==> config.mk <==
export PLATFORM = sky130hd
export DESIGN_NAME = sprite_palette_bank
export DESIGN_NICKNAME = d
export VERILOG_FILES = /design/src/rtl/sprite_palette_bank.sv
export SDC_FILE = /design/constraint.sdc
export NUM_CORES = 1
export LEC_CHECK = 0
export CAP_MARGIN = 20
export CORE_ASPECT_RATIO = 1.4
export CORE_MARGIN = 2
export CORE_UTILIZATION = 25
export CTS_CLUSTER_DIAMETER = 60
export DETAILED_ROUTE_END_ITERATION = 7
export PLACE_DENSITY = 0.5
export SYNTH_ARGS = -nofsm -noshare
export SYNTH_HDL_FRONTEND = slang
export SYNTH_SLANG_ARGS = --single-unit
==> constraint.sdc <==
create_clock -name Clk -period 2.2 [get_ports Clk]
set_input_delay 0.22 -clock Clk [delete_from_list [all_inputs] [get_ports Clk]]
set_output_delay 0.22 -clock Clk [all_outputs]
set_load 0.05 [all_outputs]
==> src/rtl/sprite_palette_bank.sv <==
// Banked, runtime-writable sprite palette with a fixed two-cycle lookup pipeline,
// colour-key flagging and a frame-timed hit-flash overlay.
module sprite_palette_bank #(
    parameter int IDX_W        = 4,
    parameter int CH_W         = 4,
    parameter int BANK_W       = 2,
    parameter int TRANSP_IDX   = 0,
    parameter int FLASH_FRAMES = 8
) (
    input  logic                Clk,
    input  logic                Reset_n,
    input  logic                pix_valid,
    input  logic [BANK_W-1:0]   pix_bank,
    input  logic [IDX_W-1:0]    pix_idx,
    input  logic                wr_en,
    input  logic [BANK_W-1:0]   wr_bank,
    input  logic [IDX_W-1:0]    wr_idx,
    input  logic [3*CH_W-1:0]   wr_rgb,
    input  logic                frame_tick,
    input  logic                flash_start,
    output logic                out_valid,
    output logic [CH_W-1:0]     out_red,
    output logic [CH_W-1:0]     out_green,
    output logic [CH_W-1:0]     out_blue,
    output logic                out_transp,
    output logic                flash_active
);

    localparam int NUM_BANKS = 2 ** BANK_W;
    localparam int DEPTH     = 2 ** IDX_W;
    localparam int RGB_W     = 3 * CH_W;

    typedef logic [RGB_W-1:0] rgb_t;

    // Palette storage, held in flops so every entry clears on reset
    rgb_t palette_reg [NUM_BANKS][DEPTH];

    always_ff @(posedge Clk or negedge Reset_n) begin
        if (!Reset_n) begin
            for (int b = 0; b < NUM_BANKS; b++) begin
                for (int i = 0; i < DEPTH; i++) begin
                    palette_reg[b][i] <= '0;
                end
            end
        end else if (wr_en) begin
            palette_reg[wr_bank][wr_idx] <= wr_rgb;
        end
    end

    // Stage 1: capture the request
    logic              s1_valid_reg;
    logic [BANK_W-1:0] s1_bank_reg;
    logic [IDX_W-1:0]  s1_idx_reg;

    always_ff @(posedge Clk or negedge Reset_n) begin
        if (!Reset_n) begin
            s1_valid_reg <= 1'b0;
            s1_bank_reg  <= '0;
            s1_idx_reg   <= '0;
        end else begin
            s1_valid_reg <= pix_valid;
            s1_bank_reg  <= pix_bank;
            s1_idx_reg   <= pix_idx;
        end
    end

    // Flash counter: a load always beats a same-cycle decrement
    logic [7:0] cnt_reg;
    logic [7:0] cnt_next;
    logic       flash_active_reg;

    always_comb begin
        cnt_next = cnt_reg;
        if (flash_start) begin
            cnt_next = 8'(FLASH_FRAMES);
        end else if (frame_tick && (cnt_reg != 8'd0)) begin
            cnt_next = cnt_reg - 8'd1;
        end
    end

    always_ff @(posedge Clk or negedge Reset_n) begin
        if (!Reset_n) begin
            cnt_reg          <= 8'd0;
            flash_active_reg <= 1'b0;
        end else begin
            cnt_reg          <= cnt_next;
            flash_active_reg <= (cnt_next != 8'd0);
        end
    end

    // Stage 2: read, write-first bypass, colour key and flash overlay
    rgb_t read_rgb;
    rgb_t sel_rgb;
    rgb_t result_rgb;
    logic bypass_hit;
    logic s1_transp;
    logic flash_on;

    always_comb begin
        read_rgb   = palette_reg[s1_bank_reg][s1_idx_reg];
        bypass_hit = wr_en && (wr_bank == s1_bank_reg) && (wr_idx == s1_idx_reg);
        sel_rgb    = bypass_hit ? wr_rgb : read_rgb;
        s1_transp  = (s1_idx_reg == IDX_W'(TRANSP_IDX));
        flash_on   = (cnt_reg != 8'd0) && cnt_reg[0] && !s1_transp;
        result_rgb = flash_on ? '1 : sel_rgb;
    end

    logic out_valid_reg;
    rgb_t out_rgb_reg;
    logic out_transp_reg;

    // Colour and key flag hold their last value across idle cycles
    always_ff @(posedge Clk or negedge Reset_n) begin
        if (!Reset_n) begin
            out_valid_reg  <= 1'b0;
            out_rgb_reg    <= '0;
            out_transp_reg <= 1'b0;
        end else begin
            out_valid_reg <= s1_valid_reg;
            if (s1_valid_reg) begin
                out_rgb_reg    <= result_rgb;
                out_transp_reg <= s1_transp;
            end
        end
    end

    assign out_valid    = out_valid_reg;
    assign out_red      = out_rgb_reg[RGB_W-1 -: CH_W];
    assign out_green    = out_rgb_reg[2*CH_W-1 -: CH_W];
    assign out_blue     = out_rgb_reg[CH_W-1:0];
    assign out_transp   = out_transp_reg;
    assign flash_active = flash_active_reg;

endmodule

---- Word level (Yosys, flattened, before mapping) ----
Index checks and enable logic that the tools add are counted.
Widths: inputs -> output; s select.
storage, ports and cells
  register bits after elaboration ......... 798
  memory bits (read-only) ................. 0
  bits in latches ......................... 0
  logic and storage cells ................. 111
  memories kept ........................... 0
  RAM bits ................................ 0
  output and inout bits ................... 15
cells by class
  multiplexer cells ....................... 15
  divide/modulo/power cells ............... 0
  shifts and indexed selects .............. 0
  multiply operators ...................... 0
  reductions and logical operators ........ 11
  eq/ne operators ......................... 2
  bitwise gates (word level) .............. 4
  $add $sub $neg .......................... 1
  magnitude comparators ................... 6
operators with widths
  kind                 count
  $bwmux 768           1
  $mux 192             3
  $bmux 192 s2         1
  $demux 192 s2        1
  $mux 12              5
  $bmux 12 s4          1
  $demux 12 s4         1
  $mux 8               2
  $reduce_bool 8->1    2
  $ge 5x5->1 const B   2
  $not 4->5            2
  $sub 8x1->8 const B  1
  $logic_and 1x1->1    7
  $ge 3x3->1 const B   2
  $not 2->3            2
  $lt 5x1->1 const B   1
  $eq 4x4->1           1
  $logic_not 4->1      1
  $lt 3x1->1 const B   1
  $eq 2x2->1           1
  $logic_not 1->1      1

---- Logic depth before layout (Yosys ltp) ----
Gate-level depths: netlist of the first run.
  word-level depth ........................ 9
  gate-level depth with buffers ........... 9
  mapped depth without buffers ............ 7

---- Worst setup path before layout of the first run ----
Ideal clock, no wire load.
  path type ............................... reg2reg
  from .................................... register cnt_reg[0]
  to ...................................... register flash_active_reg (netlist: flash_active)
  clock period less this slack ............ 2300 ps
  data required time ...................... 2061 ps
  buffers on the path ..................... 0
  stages on the path, launching flop included .. 8
  arrival time ............................ 2162 ps
  slack ................................... -100 ps
  cell sequence ........................... dfrtp_1 > inv_1 > ha_1 > nor3b_1 > a211oi_1 > a211o_1 > or4_1 > or4_1
between the ends
  cells in the longest elaborated chain, start to end .. 5
  elaborated cells between the ends (all ways) .. 6
  those cells by class .................... add/sub (1); mux (2); reduce/logical (3)
RTL lines
  what                                                                 line  text
  start, declared                                                      68    logic [7:0] cnt_reg;
  start signal, assigned                                               86    cnt_reg <= cnt_next;
  parallel branches: the longest is 2 deep, another holds $sub 8x1->8  --
  $mux 8 *                                                             76    end else if (frame_tick && (cnt_reg != 8'd0)) begin
  $mux 8 *                                                             74    if (flash_start) begin
  named net cnt_next[3]                                                69    logic [7:0] cnt_next;
  $reduce_bool 8->1 *                                                  87    flash_active_reg <= (cnt_next != 8'd0);
  end signal, assigned                                                 87
  end, declared                                                        70    logic flash_active_reg;
Mark *: on every way through the listed nets, which the timed path passes.
A chain may end at the register's enable or synchronous reset.

---- Final worst setup path of the first run ----
  from .................................... register s1_bank_reg[0]
  to ...................................... register out_rgb_reg[3]
between the ends
  cells in the longest elaborated chain, start to end .. 9
  elaborated cells between the ends (all ways) .. 12
  those cells by class .................... eq/ne (1); mux (8); bitwise (1); reduce/logical (2)
RTL lines
  what                                          line  text
  start, declared                               52    logic [BANK_W-1:0] s1_bank_reg;
  start signal, assigned                        62    s1_bank_reg <= pix_bank;
  $not 2->3 (not written as such)               100   read_rgb = palette_reg[s1_bank_reg][s1_idx_reg];
  $bmux 192 s2                                  100
  $mux 192 (not written as such) (2 in series)  100
  $bmux 12 s4                                   100
  $mux 12 (not written as such) (2 in series)   100
  $mux 12 *                                     102   sel_rgb = bypass_hit ? wr_rgb : read_rgb;
  $mux 12 *                                     105   result_rgb = flash_on ? '1 : sel_rgb;
  end signal, assigned                          121   out_rgb_reg <= result_rgb;
  end, declared                                 109   rgb_t out_rgb_reg;
Mark *: on every way between the ends. The rest lies on a longest branch, timed or not. The select of a mux whose other input is x is not followed.

==> results of run 1 <==
what timing repair did:
action	in CTS	in global routing
gates resized for setup	58	46
gates cloned	0	4
hold buffers	6	0
endpoints found under the hold margin	619	0
setup buffers	6	8
pin swaps	4	2
setup endpoints to repair	25	13
synth_stat cells (all sizes together) (3+ instances only):
cell / count / area share [%]
a221o: 17 / 0.48
nor3: 18 / 0.26
nand3: 18 / 0.26
a21oi: 16 / 0.23
nand2b: 6 / 0.11
nand2: 589 / 6.3
clkbuf: 205 / 2.2
nand3b: 5 / 0.11
o221ai: 19 / 0.47
a31oi: 4 / 0.071
nor4: 14 / 0.25
a221oi: 13 / 0.32
or2: 7 / 0.12
mux2: 304 / 9.7
mux4: 145 / 9.3
o22ai: 14 / 0.25
o2111ai: 3 / 0.074
inv: 16 / 0.17
dfrtp: 798 / 57
or4: 3 / 0.064
o21ai: 542 / 7.7
nor2: 53 / 0.56
nor2b: 15 / 0.27
xnor2: 9 / 0.22
a211oi: 12 / 0.26
buf: 64 / 1.0
mux2i: 51 / 1.4
a22oi: 25 / 0.53
nor3b: 3 / 0.064
or3b: 3 / 0.074
placed cells by master, fill, tap and decap left out, drive strengths merged, types with 3 or more instances in the layout:
master	instances
or3b	3
clkinv	24
nor3b	3
xnor2	9
dlygate4sd2	12
nor3	18
or4	3
a221oi	13
dfrtp	798
or2	7
a221o	17
nand2b	6
bufinv	8
mux4	145
buf	353
nand3	18
nor2b	15
mux2i	51
mux2	304
a21oi	16
nor4	14
a22oi	25
nand3b	5
o22ai	14
nor2	53
clkdlybuf4s50	30
nand2	589
clkbuf	110
a211oi	12
a31oi	4
dlygate4sd3	6
o2111ai	3
inv	21
o221ai	19
o21ai	542
worst paths after layout:
kind	depth (start not counted)	slack, ns	to
max	7	-0.25	out_rgb_reg[3]
min	1	0.15	s1_idx_reg[1]
max reg2reg	7	-0.25	out_rgb_reg[3]
min reg2reg	2	0.47	palette_reg[315]
max in group asynchronous	4	0.26	palette_reg[616]
min in group asynchronous	3	0.52	palette_reg[605]
area by class of cell:
cell class              instances  area [um^2]  area share (%)
flip-flops and latches        798        19980           45.38
multi-input cells            1934        14530           33.01
repair buffers                405         4461           10.13
well taps                    1815         2271           5.159
clock buffers                 106         2218           5.040
clock inverters                36        488.0           1.109
inverters                      18        67.56          0.1535
diodes                          2        5.005         0.01137
through the flow:
stage | hold WS, ns | instances | area [um^2]
floorplan | -0.07559 | 3019 | 35290
CTS | 0.1177 | 5100 | 43620
finish | 0.1515 | 5114 | 44020
global route | 0.1005 | 5113 | 44020
detailed placement | 0.1483 | 4946 | 40600
global placement | 0.1495 | 4946 | 40600
layer usage:
metal	track usage [%]	up-vias	routed length, um
li1	-	11100	-
met1	18.78	12170	45070
met2	26.98	432	56660
met3	2.395	209	4223
met4	7.754	16	5758
met5	0	-	97
worst reg2reg max path, delay by kind of cell, from the launching register on:
| kind | cells | cell delay, ns |
|---|---|---|
| AND/OR/NAND/NOR | 2 | 0.48 |
| flip-flops | 1 | 0.50 |
| multiplexers | 2 | 0.81 |
| AO/OA/AOI/OAI | 1 | 0.09 |
| buffers and inverters | 2 | 0.43 |
power breakdown:
group          internal, mW  total, mW  switching, mW
clock network          8.13       14.3           6.20
registers              16.6       17.7           1.07
logic                  2.76       5.67           2.91
total                  27.5       37.7           10.2
logic make-up (layout without fill, tap and decap cells):
family | count (synthesis) | count (layout) | share of synthesized area (%)
AO/OA/AOI/OAI | 679 | 679 | 10.72
XOR/XNOR | 9 | 9 | 0.2234
adder cells (fa/ha/maj) | 2 | 2 | 0.07090
buffers and inverters | 287 | 565 | 3.368
flip-flops | 798 | 798 | 56.59
multiplexers | 500 | 500 | 20.40
other | 0 | 2 | 0
AND/OR/NAND/NOR | 744 | 744 | 8.623
==> run metrics, run 1 <==
Synth Net Count=3051; Worst setup startpoint=s1_bank_reg[0]; clk_skew=just under 0.04 ns; slew margin rel.=between 50% and 60%; total design power=37.66 mW; Reg2Reg Launch Point=s1_bank_reg[0]; largest net degree at the start of global routing=101; Detailed Route Iter0 Violations=1541; FFs w/ async S/R, synth=100.0%; cell family with most CP delay=multiplexers; post-DR wirelength/cell=about 22 um; fin nets=about 3300; Yosys Warn Count=0; core area=around 140000 um^2; cell area power density=855.6 nW/um^2; share of cells above drive strength 1=30.63%; Post-Syn Area=35290 um^2; sequence of cells on the critical path=buf_12 -> buf_16 -> mux4_2 -> mux2i_2 -> nor2_1 -> nor4_2 -> a221oi_2; Achievable Freq=408.2 MHz; clk sinks=798; Setup-failing EPs final=13; vias per inst=4.680; Num CTS Buffers=79; Yosys reg bits=between 700 and 800; startpoint types=register; H-tree levels=3; fill count=14140; total gr overflow=0; Reg clk slew, reported paths=0.06 ns; maximum root-to-sink buffer count=3; worst slew pin tran=around 0.7 ns; boundary pin count=45; DR pass1 iterations=5; Final Hold Violating Endpoints=0; status=finished, violations left; CP max-delay cell=mux4_2; Lkg Pwr=19.42 nW; Final Cycle Share=111.3%; Hold WC Path Type=input pin to register; Top FF cell, synth=dfrtp_1; Worst Path Max Fanout=9; max cap viols=0; utilization after layout=between 30 and 40%; post-DP HPWL=between 70000 and 80000 um; critical path class=register to register; VDD IR max=0.5793 mV; final wirelength=111800 um; Routability Congestion=between 0.8 and 0.9; Total Routing Usage GR=15.61%; CP endpoint kind=register; vias=23930; CP required=~2.8 ns; worst setup margin=-0.2497 ns; hold_sp=pix_idx[1]; TritonCTS clock tree=built; Buffers on Ports=44; CP arrival=2.99 ns; crit-path max cell delay=0.55 ns; failing checks=setup timing; Syn Area/Cell=11.69 um^2; Setup TNS Final=-2.556 ns; die area=144200 um^2; Crit path buffers/inverters=2; max FFs per register=768; max-slew violations=0; number of global-route vias before repair=25050; post-route ant nets=0; residual DRC count=0; chip width=321.5 um; part of the Yosys area used for sequential elements=56.59%; Post-Place Worst Slack=-0.5063 ns; EDFF count, synth=0; RSZ-0062 raised after global routing=yes; Clk Latency, worst-skew pair=0.72 ns; Root Driver=clkbuf_16; Die Ht=448.5 um; Syn Inst Count=3019; Initial Util=25.11%; Area growth, synth to finish=24.74%; fin crit period=2.450 ns; Rows=between 150 and 200; global-route wire length before repair=approximately 170000 um; antenna violations before repair=11; Netlist cell types=52
Note: power is estimated with default switching activity, not from simulation.
==> run 2: changes to the inputs <==
Settings changed: HOLD_SLACK_MARGIN from default to 0.15, SKIP_LAST_GASP from default to 1.
==> run metrics, run 2 (same netlist as run 1, synthesis figures left out) <==
status=finished, violations left; failing checks=setup timing; die area=144200 um^2 (unchanged); residual DRC count=0 (unchanged); Reg2Reg Launch Point=s1_bank_reg[0]; TritonCTS clock tree=built; number of global-route vias before repair=25000 (-0.17%); Post-Place Worst Slack=-0.5063 ns (unchanged); Achievable Freq=408.1 MHz (about the same); clock share of power=37.9% (about the same); sequence of cells on the critical path=buf_12 -> clkbuf_16 -> clkbuf_16 -> mux4_2 -> mux2_4 -> a221o_1 -> nand3_2 -> a221oi_1; CP max-delay cell=mux4_2; share of power burned in registers=46.8% (about the same); Detailed Route Iter0 Violations=1592 (+3.3%); CP required=2.78 ns (+0.03 ns); H-tree levels=3 (unchanged); CP endpoint kind=register; CP arrival=3.03 ns (+0.04 ns); critical path class=register to register; total design power=37.79 mW (+0.33%); WHS=0.1713 ns (+0.01973 ns); Die Ht=448.5 um (unchanged); Hold WC Path Type=input pin to register; max-slew violations=0 (unchanged); global-route wire length before repair=168300 um (about the same); Worst Path Max Fanout=7 (-2); Worst setup startpoint=s1_bank_reg[0]; Reg clk slew, reported paths=0.07 ns (about the same); fin crit period=2.450 ns (+0.0008360 ns); vias=24150 (+0.93%); slew margin rel.=29.52% (-23 points); setup slack, reg-to-reg=-0.25 ns (about the same); commonest non-fill, non-tap cell in the layout=dfrtp_1; Area growth, synth to finish=25.86%; core area=140500 um^2 (unchanged); hold path depth=1 (unchanged); max FFs per register=768 (unchanged); Buffers on Ports=44 (unchanged); Lkg Pwr=19.59 nW (+0.86%); Clk Latency, worst-skew pair=0.71 ns (about the same); worst setup margin=-0.2505 ns (-0.0008360 ns); boundary pin count=45 (unchanged); Total Routing Usage GR=15.59% (-0.017 points); VDD IR max=0.5580 mV (-3.7%); commonest non-fill, non-tap cells in the layout=796 x dfrtp_1, 589 x nand2_1, 539 x o21ai_0; crit-path max cell delay=0.56 ns (about the same); fin cells=5141 (+0.53%); maximum root-to-sink buffer count=3 (unchanged); worst slew pin tran=1.054 ns (+0.3482 ns); post-route ant nets=0 (unchanged); Final Instance Area=44410 um^2 (+0.90%); Net Sw Power=10.24 mW (+0.53%); final wirelength=112800 um (+0.89%); DR pass1 iterations=5 (unchanged); Initial Util=25.11% (unchanged); total gr overflow=0 (unchanged); R2R depth=8 (+1); vias per inst=4.698 (+0.40%); share of cells above drive strength 1=31.65% (+1.0 points); startpoint types=register; Root Driver=clkbuf_16; antenna violations before repair=10 (-1); largest net degree at the start of global routing=101 (unchanged); post-DR wirelength/cell=21.94 um (+0.36%); Routability Congestion=0.8576 (unchanged); fin nets=3295 (+0.83%); most frequent cell on the critical path=clkbuf_16; Rows=163 (unchanged); Final Cycle Share=111.4% (about the same); Setup crit end=out_rgb_reg[1]; Final Hold Violating Endpoints=0 (unchanged); RSZ-0062 raised after global routing=yes; clk_skew=0.03862 ns (-0.0006111 ns); clk sinks=798 (unchanged); Post-DP Area=40600 um^2 (unchanged); cell area power density=850.8 nW/um^2 (-0.56%); post-DP HPWL=77630 um (unchanged); Net Sw Frac=27.09% (+0.056 points); Logic pwr share=15.3% (+0.2 points); max cap viols=0 (unchanged); RR Endpoint=out_rgb_reg[1]; placed cells=4946 (unchanged); fill count=14110 (-0.23%); chip width=321.5 um (unchanged); Setup-failing EPs final=13 (unchanged); Internal Pwr Total=27.55 mW (+0.25%); Num CTS Buffers=79 (unchanged)
run 2: power groups by stage:
stage                     Clock [mW]  Sequential [mW]  Combinational, mW
after floorplan                    0             17.7               3.14
after CTS                       14.7             17.7               5.59
after global placement             0             17.9               5.41
after detailed placement           0             17.9               5.51
final                           14.3             17.7               5.79
after global routing            15.3             17.9               6.34
run 2: layer usage:
layer / wire [um] / GRT usage [%] / share of wire, %
met5: 80 / 0 / 0.071
met4: 5751 / 7.360 / 5.1
met3: 3666 / 2.377 / 3.2
met2: 57080 / 27.01 / 51
met1: 46230 / 18.87 / 41
run 2: final cells by class:
type | instances | area, um^2 | area share, %
antenna | 2 | 5.005 | 0.01127
clock buffer | 106 | 2218 | 4.995
clock inverter | 36 | 488.0 | 1.099
inverter | 18 | 67.56 | 0.1521
multi-input combinational | 1934 | 14630 | 32.93
sequential | 798 | 19980 | 44.98
tap | 1815 | 2271 | 5.113
timing repair buffer | 432 | 4762 | 10.72
run 2: per-stage QoR:
step                utilization, %  setup TNS, ns
floorplan                        -              0
global placement             28.89         -15.19
detailed placement           28.89         -15.52
CTS                          31.00         -2.996
global route                 31.61         -3.168
finish                       31.61         -2.632
run 2: worst min-delay path by stage:
stage,start,endpoint
after CTS,pix_idx[0],s1_idx_reg[0]
after detailed placement,Reset_n,palette_reg[424]
final,pix_idx[0],s1_idx_reg[0]
after global placement,Reset_n,palette_reg[424]
after floorplan,Reset_n,cnt_reg[0]
after global routing,pix_idx[0],s1_idx_reg[0]
run 2: timing repair:
item,CTS,global route
setup buffers,6,33
endpoints found under the hold margin,802,0
resized for setup,46,81
cloned,0,6
setup endpoints to repair,25,13
hold buffers,6,0
pin swaps,4,24
run 2: critical path, delay by kind of cell, from the launching register on:
kind,cells,cell delay (ns)
multiplexers,2,0.89
flip-flops,1,0.50
buffers and inverters,3,0.49
AO/OA/AOI/OAI,2,0.38
AND/OR/NAND/NOR,1,0.08
==> run 3: changes to the inputs <==
Settings changed: CTS_CLUSTER_SIZE from default to 20.
==> run metrics, run 3 (same netlist as run 1, synthesis figures left out) <==
status=finished, violations left; failing checks=setup timing; Worst Path Max Fanout=9 (+2); Buffers on Ports=44 (unchanged); Achievable Freq=405.6 MHz (-0.61%); utilization after layout=30.50% (-1.1 points); residual DRC count=0 (unchanged); number of global-route vias before repair=24870 (-0.54%); clk_skew=0.02671 ns (-0.01191 ns); met3 wire len=3749 um (+2.3%); DR pass1 iterations=5 (unchanged); clk sinks=798 (unchanged); RSZ-0062 raised after global routing=yes; worst setup margin=-0.2655 ns (-0.01496 ns); Hold WC Path Type=input pin to register; CP required=2.69 ns (-0.09 ns); post-DR wirelength/cell=22.09 um (+0.67%); VDD IR max=0.5391 mV (-3.4%); max FFs per register=768 (unchanged); met2 WL post-DR=56310 um (-1.3%); Final Hold Violating Endpoints=0 (unchanged); Num CTS Buffers=49 (-38%); Clk Latency, worst-skew pair=0.64 ns (-0.07 ns); fill count=14230 (+0.85%); chip width=321.5 um (unchanged); Final Cycle Share=112.1% (+0.68 points); fin nets=3246 (-1.5%); Setup-failing EPs final=13 (unchanged); uppermost layer routed=met5; max cap viols=0 (unchanged); worst slew pin tran=1.020 ns (-0.03394 ns); die area=144200 um^2 (unchanged); antenna violations before repair=10 (unchanged); TritonCTS clock tree=built; maximum root-to-sink buffer count=3 (unchanged); core area=140500 um^2 (unchanged); total design power=32.96 mW (-13%); global-route wire length before repair=168600 um (+0.19%); commonest non-fill, non-tap cells in the layout=796 x dfrtp_1, 589 x nand2_1, 539 x o21ai_0; final wirelength=111500 um (-1.2%); Lkg Pwr=18.83 nW (-3.9%); boundary pin count=45 (unchanged); largest net degree at the start of global routing=101 (unchanged); Reg clk slew, reported paths=0.09 ns (+0.02 ns); Detailed Route Iter0 Violations=1576 (-1.0%); CP endpoint kind=register; post-route ant nets=0 (unchanged); cell area power density=769.1 nW/um^2 (-9.6%); max-slew violations=0 (unchanged); Rows=163 (unchanged); Area growth, synth to finish=21.46%; startpoint types=register; M1 wire length=45590 um (-1.4%); share of cells above drive strength 1=29.28% (-2.4 points); Total Routing Usage GR=15.58% (about the same); Routability Congestion=0.8576 (unchanged); vias per inst=4.702 (about the same); slew margin rel.=31.79% (+2.3 points); CP arrival=2.96 ns (-0.07 ns); fin crit period=2.465 ns (+0.01496 ns); critical path class=register to register; vias=23720 (-1.8%); total gr overflow=0 (unchanged); Initial Util=25.11% (unchanged); post-DP HPWL=77630 um (unchanged); Root Driver=clkbuf_16; commonest non-fill, non-tap cell in the layout=dfrtp_1; H-tree levels=2 (-1); Die Ht=448.5 um (unchanged); Post-Place Worst Slack=-0.5063 ns (unchanged)
==> run 3: changes by cell type in the layout (fill, tap and decap cells not counted), sizes merged, moves of 2 or more <==
cell	before	now
clkdlybuf4s50	30	32
clkinv	24	3
bufinv	8	2
buf	378	364
clkbuf	112	57
dlygate4sd2	12	9
==> run 3: area by class of cell <==
type / count / area, um^2 / share of cell area (%)
Inverter: 18 / 67.56 / 0.1576
Clock inverter: 9 / 137.6 / 0.3211
Sequential cell: 798 / 19980 / 46.61
Timing Repair Buffer: 413 / 4594 / 10.72
Antenna cell: 3 / 7.507 / 0.01752
Clock buffer: 56 / 1282 / 2.992
Tap cell: 1815 / 2271 / 5.298
Multi-Input combinational cell: 1934 / 14520 / 33.88
==> run 3: metal layers <==
metal / global-route usage (%) / up-vias
met3: 1.971 / 191
li1: - / 11010
met5: 0 / -
met4: 7.192 / 14
met2: 27.21 / 419
met1: 18.99 / 12090
==> run 3: worst max-delay path, cell delays in order (launching register included) <==
cell,delay [ns]
dfrtp_4,0.49
buf_12,0.22
buf_16,0.17
mux4_2,0.51
mux2_2,0.32
a221o_1,0.35
nand3_1,0.14
a221oi_1,0.09
==> run 3: power by group <==
group | internal (mW) | switching, mW
Clock | 4.42 | 5.18
Sequential | 16.6 | 1.08
Combinational | 2.79 | 2.93
==> run 3: worst paths after layout <==
kind                             startpoint          endpoint  slack (ns)  cells past startpoint
setup / recovery             s1_bank_reg[0]    out_rgb_reg[3]       -0.27                      7
hold / removal                   pix_idx[0]     s1_idx_reg[0]        0.21                      1
setup reg to reg             s1_bank_reg[0]    out_rgb_reg[3]       -0.27                      7
hold reg to reg            palette_reg[332]  palette_reg[332]        0.48                      2
max in group asynchronous           Reset_n  palette_reg[411]        0.46                      3
min in group asynchronous           Reset_n  palette_reg[228]        0.30                      3
==> run 3: metrics by stage <==
stage | setup TNS, ns | hold WS [ns] | cell area (um^2) | std cells
floorplan | 0 | -0.07559 | 35290 | 3019
global placement | -15.19 | 0.1495 | 40600 | 4946
detailed placement | -15.52 | 0.1483 | 40600 | 4946
CTS | -2.773 | 0.2102 | 42640 | 5031
global route | -3.424 | 0.1722 | 42850 | 5043
finish | -2.744 | 0.2052 | 42860 | 5046
==> run 3: timing repair <==
item / 4_1_cts / 5_1_grt
gates cloned: 3 / 1
setup endpoints to repair: 22 / 14
endpoints found under the hold margin: 719 / 0
gates resized for setup: 83 / 16
pin swaps: 13 / 6
setup buffers: 12 / 11
hold buffers: 5 / 0
